--- src/rtl/sdram_pkg.sv ---
// Shared definitions for the key-triggered SDRAM read sequencer.
package sdram_pkg;

  typedef enum logic [1:0] {
    ST_IDLE = 2'd0,
    ST_REQ  = 2'd1,
    ST_WAIT = 2'd2,
    ST_DONE = 2'd3
  } state_e;

  localparam int DATA_W        = 6;
  localparam int NUM_WORDS_DEF = 4;
  localparam int IDX_W         = 2;

endpackage

--- src/rtl/key_debounce.sv ---
// Push-button synchronizer and debouncer; emits a one-cycle press on a debounced 1->0.
module key_debounce #(
  parameter int DEB_CYCLES = 500000
) (
  input  logic clk,
  input  logic s_rst_n,
  input  logic key_n,
  output logic press
);

  localparam int CNT_W = (DEB_CYCLES > 1) ? $clog2(DEB_CYCLES) : 1;
  localparam logic [CNT_W-1:0] CNT_LAST = CNT_W'(DEB_CYCLES - 1);

  logic             sync1_q;
  logic             sync2_q;
  logic             stable_q;
  logic             armed_q;
  logic             press_q;
  logic [1:0]       rdy_q;
  logic [CNT_W-1:0] cnt_q;
  logic [CNT_W-1:0] rel_cnt_q;

  // armed_q stays low after reset until a debounced release is seen, so a key
  // held through reset cannot produce a press.
  always_ff @(posedge clk or negedge s_rst_n) begin
    if (!s_rst_n) begin
      sync1_q   <= 1'b1;
      sync2_q   <= 1'b1;
      stable_q  <= 1'b1;
      armed_q   <= 1'b0;
      press_q   <= 1'b0;
      rdy_q     <= 2'b00;
      cnt_q     <= '0;
      rel_cnt_q <= '0;
    end else begin
      sync1_q <= key_n;
      sync2_q <= sync1_q;
      rdy_q   <= {rdy_q[0], 1'b1};
      press_q <= 1'b0;

      if (sync2_q != stable_q) begin
        if (cnt_q == CNT_LAST) begin
          stable_q <= sync2_q;
          cnt_q    <= '0;
          press_q  <= armed_q & stable_q & ~sync2_q;
        end else begin
          cnt_q <= cnt_q + CNT_W'(1);
        end
      end else begin
        cnt_q <= '0;
      end

      if (!armed_q) begin
        if (rdy_q[1] && sync2_q) begin
          if (rel_cnt_q == CNT_LAST) armed_q <= 1'b1;
          else rel_cnt_q <= rel_cnt_q + CNT_W'(1);
        end else begin
          rel_cnt_q <= '0;
        end
      end
    end
  end

  assign press = press_q;

endmodule

--- src/rtl/sdram_rd_seq.sv ---
// Reads NUM_WORDS consecutive SDRAM words per debounced key press and
// presents each captured word to the display stage.
module sdram_rd_seq
  import sdram_pkg::*;
#(
  parameter int DEB_CYCLES = 500000,
  parameter int NUM_WORDS  = NUM_WORDS_DEF,
  parameter int ADDR_W     = 22,
  parameter int TIMEOUT    = 1024
) (
  input  logic              clk,
  input  logic              s_rst_n,
  input  logic              key_n,
  input  logic [ADDR_W-1:0] base_addr,
  output logic              rd_req,
  output logic [ADDR_W-1:0] rd_addr,
  input  logic              rd_ack,
  input  logic              rd_vld,
  input  logic [DATA_W-1:0] rd_data,
  output logic [DATA_W-1:0] dout,
  output logic              dout_vld,
  output logic [IDX_W-1:0]  dout_idx,
  output logic              busy,
  output logic              err
);

  localparam int TMO_W = (TIMEOUT > 1) ? $clog2(TIMEOUT) : 1;
  localparam logic [TMO_W-1:0] TMO_LAST = TMO_W'(TIMEOUT - 1);
  localparam logic [IDX_W-1:0] IDX_LAST = IDX_W'(NUM_WORDS - 1);

  // Address add wraps naturally at 2^ADDR_W.
  function automatic logic [ADDR_W-1:0] addr_add(input logic [ADDR_W-1:0] base,
                                                  input logic [IDX_W-1:0]  idx);
    return base + ADDR_W'(idx);
  endfunction

  state_e            state_q;
  logic [ADDR_W-1:0] base_q;
  logic [IDX_W-1:0]  cnt_q;
  logic [TMO_W-1:0]  tmo_q;
  logic              rd_req_q;
  logic [ADDR_W-1:0] rd_addr_q;
  logic [DATA_W-1:0] dout_q;
  logic              dout_vld_q;
  logic [IDX_W-1:0]  dout_idx_q;
  logic              busy_q;
  logic              err_q;
  logic              press;
  logic [IDX_W-1:0]  cnt_d;
  logic [ADDR_W-1:0] addr_d;

  key_debounce #(
    .DEB_CYCLES(DEB_CYCLES)
  ) u_key_debounce (
    .clk    (clk),
    .s_rst_n(s_rst_n),
    .key_n  (key_n),
    .press  (press)
  );

  assign cnt_d  = cnt_q + IDX_W'(1);
  assign addr_d = addr_add(base_q, cnt_d);

  always_ff @(posedge clk or negedge s_rst_n) begin
    if (!s_rst_n) begin
      state_q    <= ST_IDLE;
      base_q     <= '0;
      cnt_q      <= '0;
      tmo_q      <= '0;
      rd_req_q   <= 1'b0;
      rd_addr_q  <= '0;
      dout_q     <= '0;
      dout_vld_q <= 1'b0;
      dout_idx_q <= '0;
      busy_q     <= 1'b0;
      err_q      <= 1'b0;
    end else begin
      dout_vld_q <= 1'b0;
      case (state_q)
        ST_IDLE: begin
          if (press) begin
            base_q    <= base_addr;
            cnt_q     <= '0;
            tmo_q     <= '0;
            err_q     <= 1'b0;
            busy_q    <= 1'b1;
            rd_req_q  <= 1'b1;
            rd_addr_q <= base_addr;
            state_q   <= ST_REQ;
          end
        end
        ST_REQ: begin
          if (rd_ack) begin
            rd_req_q <= 1'b0;
            tmo_q    <= '0;
            state_q  <= ST_WAIT;
          end else if (tmo_q == TMO_LAST) begin
            err_q    <= 1'b1;
            rd_req_q <= 1'b0;
            busy_q   <= 1'b0;
            state_q  <= ST_IDLE;
          end else begin
            tmo_q <= tmo_q + TMO_W'(1);
          end
        end
        ST_WAIT: begin
          if (rd_vld) begin
            dout_q     <= rd_data;
            dout_idx_q <= cnt_q;
            dout_vld_q <= 1'b1;
            if (cnt_q == IDX_LAST) begin
              state_q <= ST_DONE;
            end else begin
              cnt_q     <= cnt_d;
              rd_addr_q <= addr_d;
              rd_req_q  <= 1'b1;
              tmo_q     <= '0;
              state_q   <= ST_REQ;
            end
          end else if (tmo_q == TMO_LAST) begin
            err_q   <= 1'b1;
            busy_q  <= 1'b0;
            state_q <= ST_IDLE;
          end else begin
            tmo_q <= tmo_q + TMO_W'(1);
          end
        end
        ST_DONE: begin
          busy_q  <= 1'b0;
          state_q <= ST_IDLE;
        end
        default: state_q <= ST_IDLE;
      endcase
    end
  end

  assign rd_req   = rd_req_q;
  assign rd_addr  = rd_addr_q;
  assign dout     = dout_q;
  assign dout_vld = dout_vld_q;
  assign dout_idx = dout_idx_q;
  assign busy     = busy_q;
  assign err      = err_q;

endmodule

--- config.mk ---
export PLATFORM = sky130hd
export DESIGN_NAME = sdram_rd_seq
export DESIGN_NICKNAME = d
export VERILOG_FILES = /design/src/rtl/sdram_pkg.sv /design/src/rtl/key_debounce.sv /design/src/rtl/sdram_rd_seq.sv
export SDC_FILE = /design/constraint.sdc
export NUM_CORES = 1
export LEC_CHECK = 0
export CAP_MARGIN = 15
export CORE_MARGIN = 2
export CORE_UTILIZATION = 50
export CTS_CLUSTER_SIZE = 16
export DETAILED_ROUTE_END_ITERATION = 12
export PLACE_DENSITY = 0.75
export REMOVE_ABC_BUFFERS = 1
export SLEW_MARGIN = 20
export SYNTH_ARGS = -nofsm -noshare
export SYNTH_HDL_FRONTEND = slang
export SYNTH_HIERARCHICAL = 1
export SYNTH_SLANG_ARGS = --single-unit
export TNS_END_PERCENT = 30
--- constraint.sdc ---
create_clock -name clk -period 2.1 [get_ports clk]
set_clock_uncertainty 0.15 [all_clocks]
set_input_delay 0.42 -clock clk [delete_from_list [all_inputs] [get_ports clk]]
set_output_delay 0.42 -clock clk [all_outputs]
set_load 0.005 [all_outputs]
==> metrics.md <==
| Metric | Value |
|---|---|
| Num rows | 39 |
| GRT Util Overall | 22.8% |
| Async set or reset register ratio after synthesis | 100% |
| Num CTS Buffers | 17 |
| Final Cycle Share | 100% |
| Drt first pass iters | 8 |
| Root Buffer | clkbuf_16 |
| Synth area leaders | dfrtp_1 47%, mux2_2 5.9%, nand2_1 3.3% |
| Max cap viols | 0 |
| Cell Pwr Density | 667 mW/mm² |
| Most frequent cell after synthesis | dfrtp_1 |
| Layout cells sized above 1 | 20.8% |
| Final Wtd Congestion | 0.904 |
| Largest net degree at the start of global routing | 41 |
| Via count | 4,908 |
| Yosys reg bits | 115 |
| Die Y | 113 µm |
| Post-synth top area share | 47.0% |
| Slew @ Worst Pin | 517 ps |
| Core ar. | 0.0115 mm² |
| Max frequency | 0.474 GHz |
| CTS clock-pin slew for the worst setup and hold paths | 50 ps |
| Mean number of vias per cell | 5.78 |
| Final setup violation count | 2 |
| DRT antenna net count | 0 |
| H-Tree Depth | 4 |
| Crit path DAT | 2240 ps |
| RSZ-0062 raised after global routing | true |
| Post-synth EDFFs | 0 |
| Die Area | 0.0128 mm² |
| GRT overflow | 0 |
| Total power | 5.15 mW |
| Longest Clk Path Bufs | 2 |
| Post-synth top cells | 112 x dfrtp_1, 53 x nand2_1, 37 x nor2_1, 37 x o21ai_0, 32 x a21oi_1 |
| Syn Area/Cell | 10.2 µm² |
| Nets | 738 |
| Crit Path Class | reg2reg |
| Int Pwr | 4.01 mW |
| Crit start category | flip-flop |
| Synth cell types | 70 |
| Initial antenna violation count | 1 |
| N_diodes | 0 |
| Synth Flop Type | dfrtp_1 |
| Hold Vio Cnt, Final | 0 |
| Status | complete, but fails checks |
| Vias in the first global route | 4,965 |
| Max Transition Viols Final | 0 |
| Initial Util | 51.7% |
| Die Width | 113 µm |
| Req. time, crit path | 2230 ps |
| First-pass GRT wire length | 23.4 mm |
| P&R area growth vs syn | 29.5% |
| Sequential-to-total area share from yosys stat | 48.4% |
| Clock Latency Late Sink | 410 ps |
| Multi-input logic area | 0.00298 mm² |
| Sw Share | 22.1% |
| Critical path peak fanout | 4 |
| FF/Latch Area | 0.00288 mm² |
| IO buf count | 66 |
| Hold crit path type | reg2reg |
| I/O Pins | 67 |
| Failing checks | design-rule violations, negative setup slack |
| Final min period | 2110 ps |
| P_sw | 1.14 mW |
| Initial DRC count | 300 |
| # clock sinks | 115 |
| P_leak | 3.22 nW |
| Final core utilization | 67.0% |
| CP endpoint kind | flip-flop |
| Final HPWL DP | 9.30 mm |
| DRC viols | 7 |
| Syn Std Cell Area | 0.00596 mm² |
| Mapped Cells | 587 |
| Max_slew headroom | 65.5% |
| Part of the power in combinational logic | 5.8% |
| CTS tree | built |
| Layout fillers | 865 |
| Area leader, netlist | dfrtp_1 |
| Routed WL per cell | 16.2 µm |
| Flop pwr share | 45.1% |
| Final worst slack | -7.69 ps |
| Synth warnings | 6 |
| Drt total wl | 13.8 mm |
| Max IR drop VDD | 0.540 mV |
| Clock Power Share | 49.1% |
[layout by cell type (no fill, tap or decap), types with 4 or more instances in the layout]
master / instances
o21ai_1: 6
nor2_1: 36
buf_12: 4
a21o_1: 4
and2_1: 5
a31oi_1: 11
ha_1: 7
inv_1: 18
clkbuf_16: 17
and3_1: 11
nand4_1: 15
nand2_1: 52
clkinvlp_4: 4
buf_4: 43
nor3b_1: 14
a41oi_1: 4
clkinv_2: 6
clkdlybuf4s50_1: 65
nand3_1: 27
xor2_1: 17
mux2i_1: 6
nor4_1: 7
xnor2_1: 22
o21ai_0: 32
a211oi_1: 4
o41ai_1: 6
mux2_2: 31
dfrtp_1: 112
a21oi_1: 32
nor3_1: 9
[kinds of logic (layout without fill, tap and decap cells)]
kind of cell | Yosys count | in the layout | share of synthesized area, %
flip-flops | 115 | 115 | 48.4
XOR/XNOR | 39 | 39 | 5.73
multiplexers | 37 | 37 | 6.87
adder cells (fa/ha/maj) | 11 | 11 | 2.44
AO/OA/AOI/OAI | 122 | 122 | 13.3
AND/OR/NAND/NOR | 217 | 217 | 20.0
other | 1 | 1 | 0.0629
buffers and inverters | 45 | 164 | 3.21
[worst paths after layout]
check / end / start / slack, ps / cells after the start
worst max-delay path: rd_addr[14]$_DFFE_PN0P_ / cnt_q[0]$_DFFE_PN0P_ / -8 / 7
worst min-delay path: u_key_debounce/rdy_q[1]$_DFF_PN0_ / u_key_debounce/rdy_q[0]$_DFF_PN0_ / 200 / 0
worst max register to register: rd_addr[14]$_DFFE_PN0P_ / cnt_q[0]$_DFFE_PN0P_ / -8 / 7
worst min register to register: u_key_debounce/rdy_q[1]$_DFF_PN0_ / u_key_debounce/rdy_q[0]$_DFF_PN0_ / 200 / 0
max in group asynchronous: tmo_q[8]$_DFFE_PN0P_ / s_rst_n / 950 / 3
min in group asynchronous: rd_addr[13]$_DFFE_PN0P_ / s_rst_n / 280 / 2
[power by group through the flow]
stage	logic, mW	clock network [mW]	registers (mW)
after floorplan	0.0989	0	2.35
after global placement	0.283	0	2.35
after detailed placement	0.292	0	2.36
after CTS	0.298	2.59	2.32
after global routing	0.331	2.69	2.33
final	0.298	2.53	2.32
[metal layers]
layer	wire length [µm]	GRT usage (%)
met5	13	0
met4	191	7.40
met3	603	6.00
met2	6940	37.7
met1	6010	29.3
[worst max-delay path, cell delays in order, from the launching register on]
cell and delay (ps):
dfrtp_1 420, ha_4 300, fa_2 190, and4_4 250, nand4_1 210, xnor2_1 190, mux2i_1 180, o21ai_1 90
[metrics by stage]
step	setup TNS (ps)	worst slack (ps)	cell area [µm²]	hold WS, ps	cells
floorplan	-19560	-667	5840	-25.6	561
global placement	-607	-130	7030	153	811
detailed placement	-1500	-183	7030	157	811
CTS	0	0.623	7620	204	844
global route	-1080	-120	7720	207	849
finish	-7.86	-7.69	7720	202	849
[layout make-up]
cell class / count / area share [%]
Clock buffer: 21 / 6.09
Inverter: 19 / 0.924
Sequential cell: 115 / 37.3
Multi-Input combinational cell: 427 / 38.6
Tap cell: 143 / 2.32
Clock inverter: 10 / 0.778
Timing Repair Buffer: 114 / 14.0
[what timing repair did]
action / CTS / global route
pin swaps: 4 / 6
hold buffers: 1 / 0
gates resized for setup: 9 / 18
buffers inserted: 1 / 5
setup endpoints to repair: 17 / 24
hold endpoints to repair: 13 / 0
[sequential cells by signal, indices dropped and copies added (netlist names), 2 cells and up]
| signal | flops |
|---|---|
| u_key_debounce/rel_cnt_q | 19 |
| dout | 6 |
| rd_addr | 22 |
| state_q | 2 |
| base_q | 22 |
| tmo_q | 10 |
| dout_idx | 2 |
| u_key_debounce/cnt_q | 19 |
| u_key_debounce/rdy_q | 2 |
| cnt_q | 2 |
(Power assumes the default switching activity.)
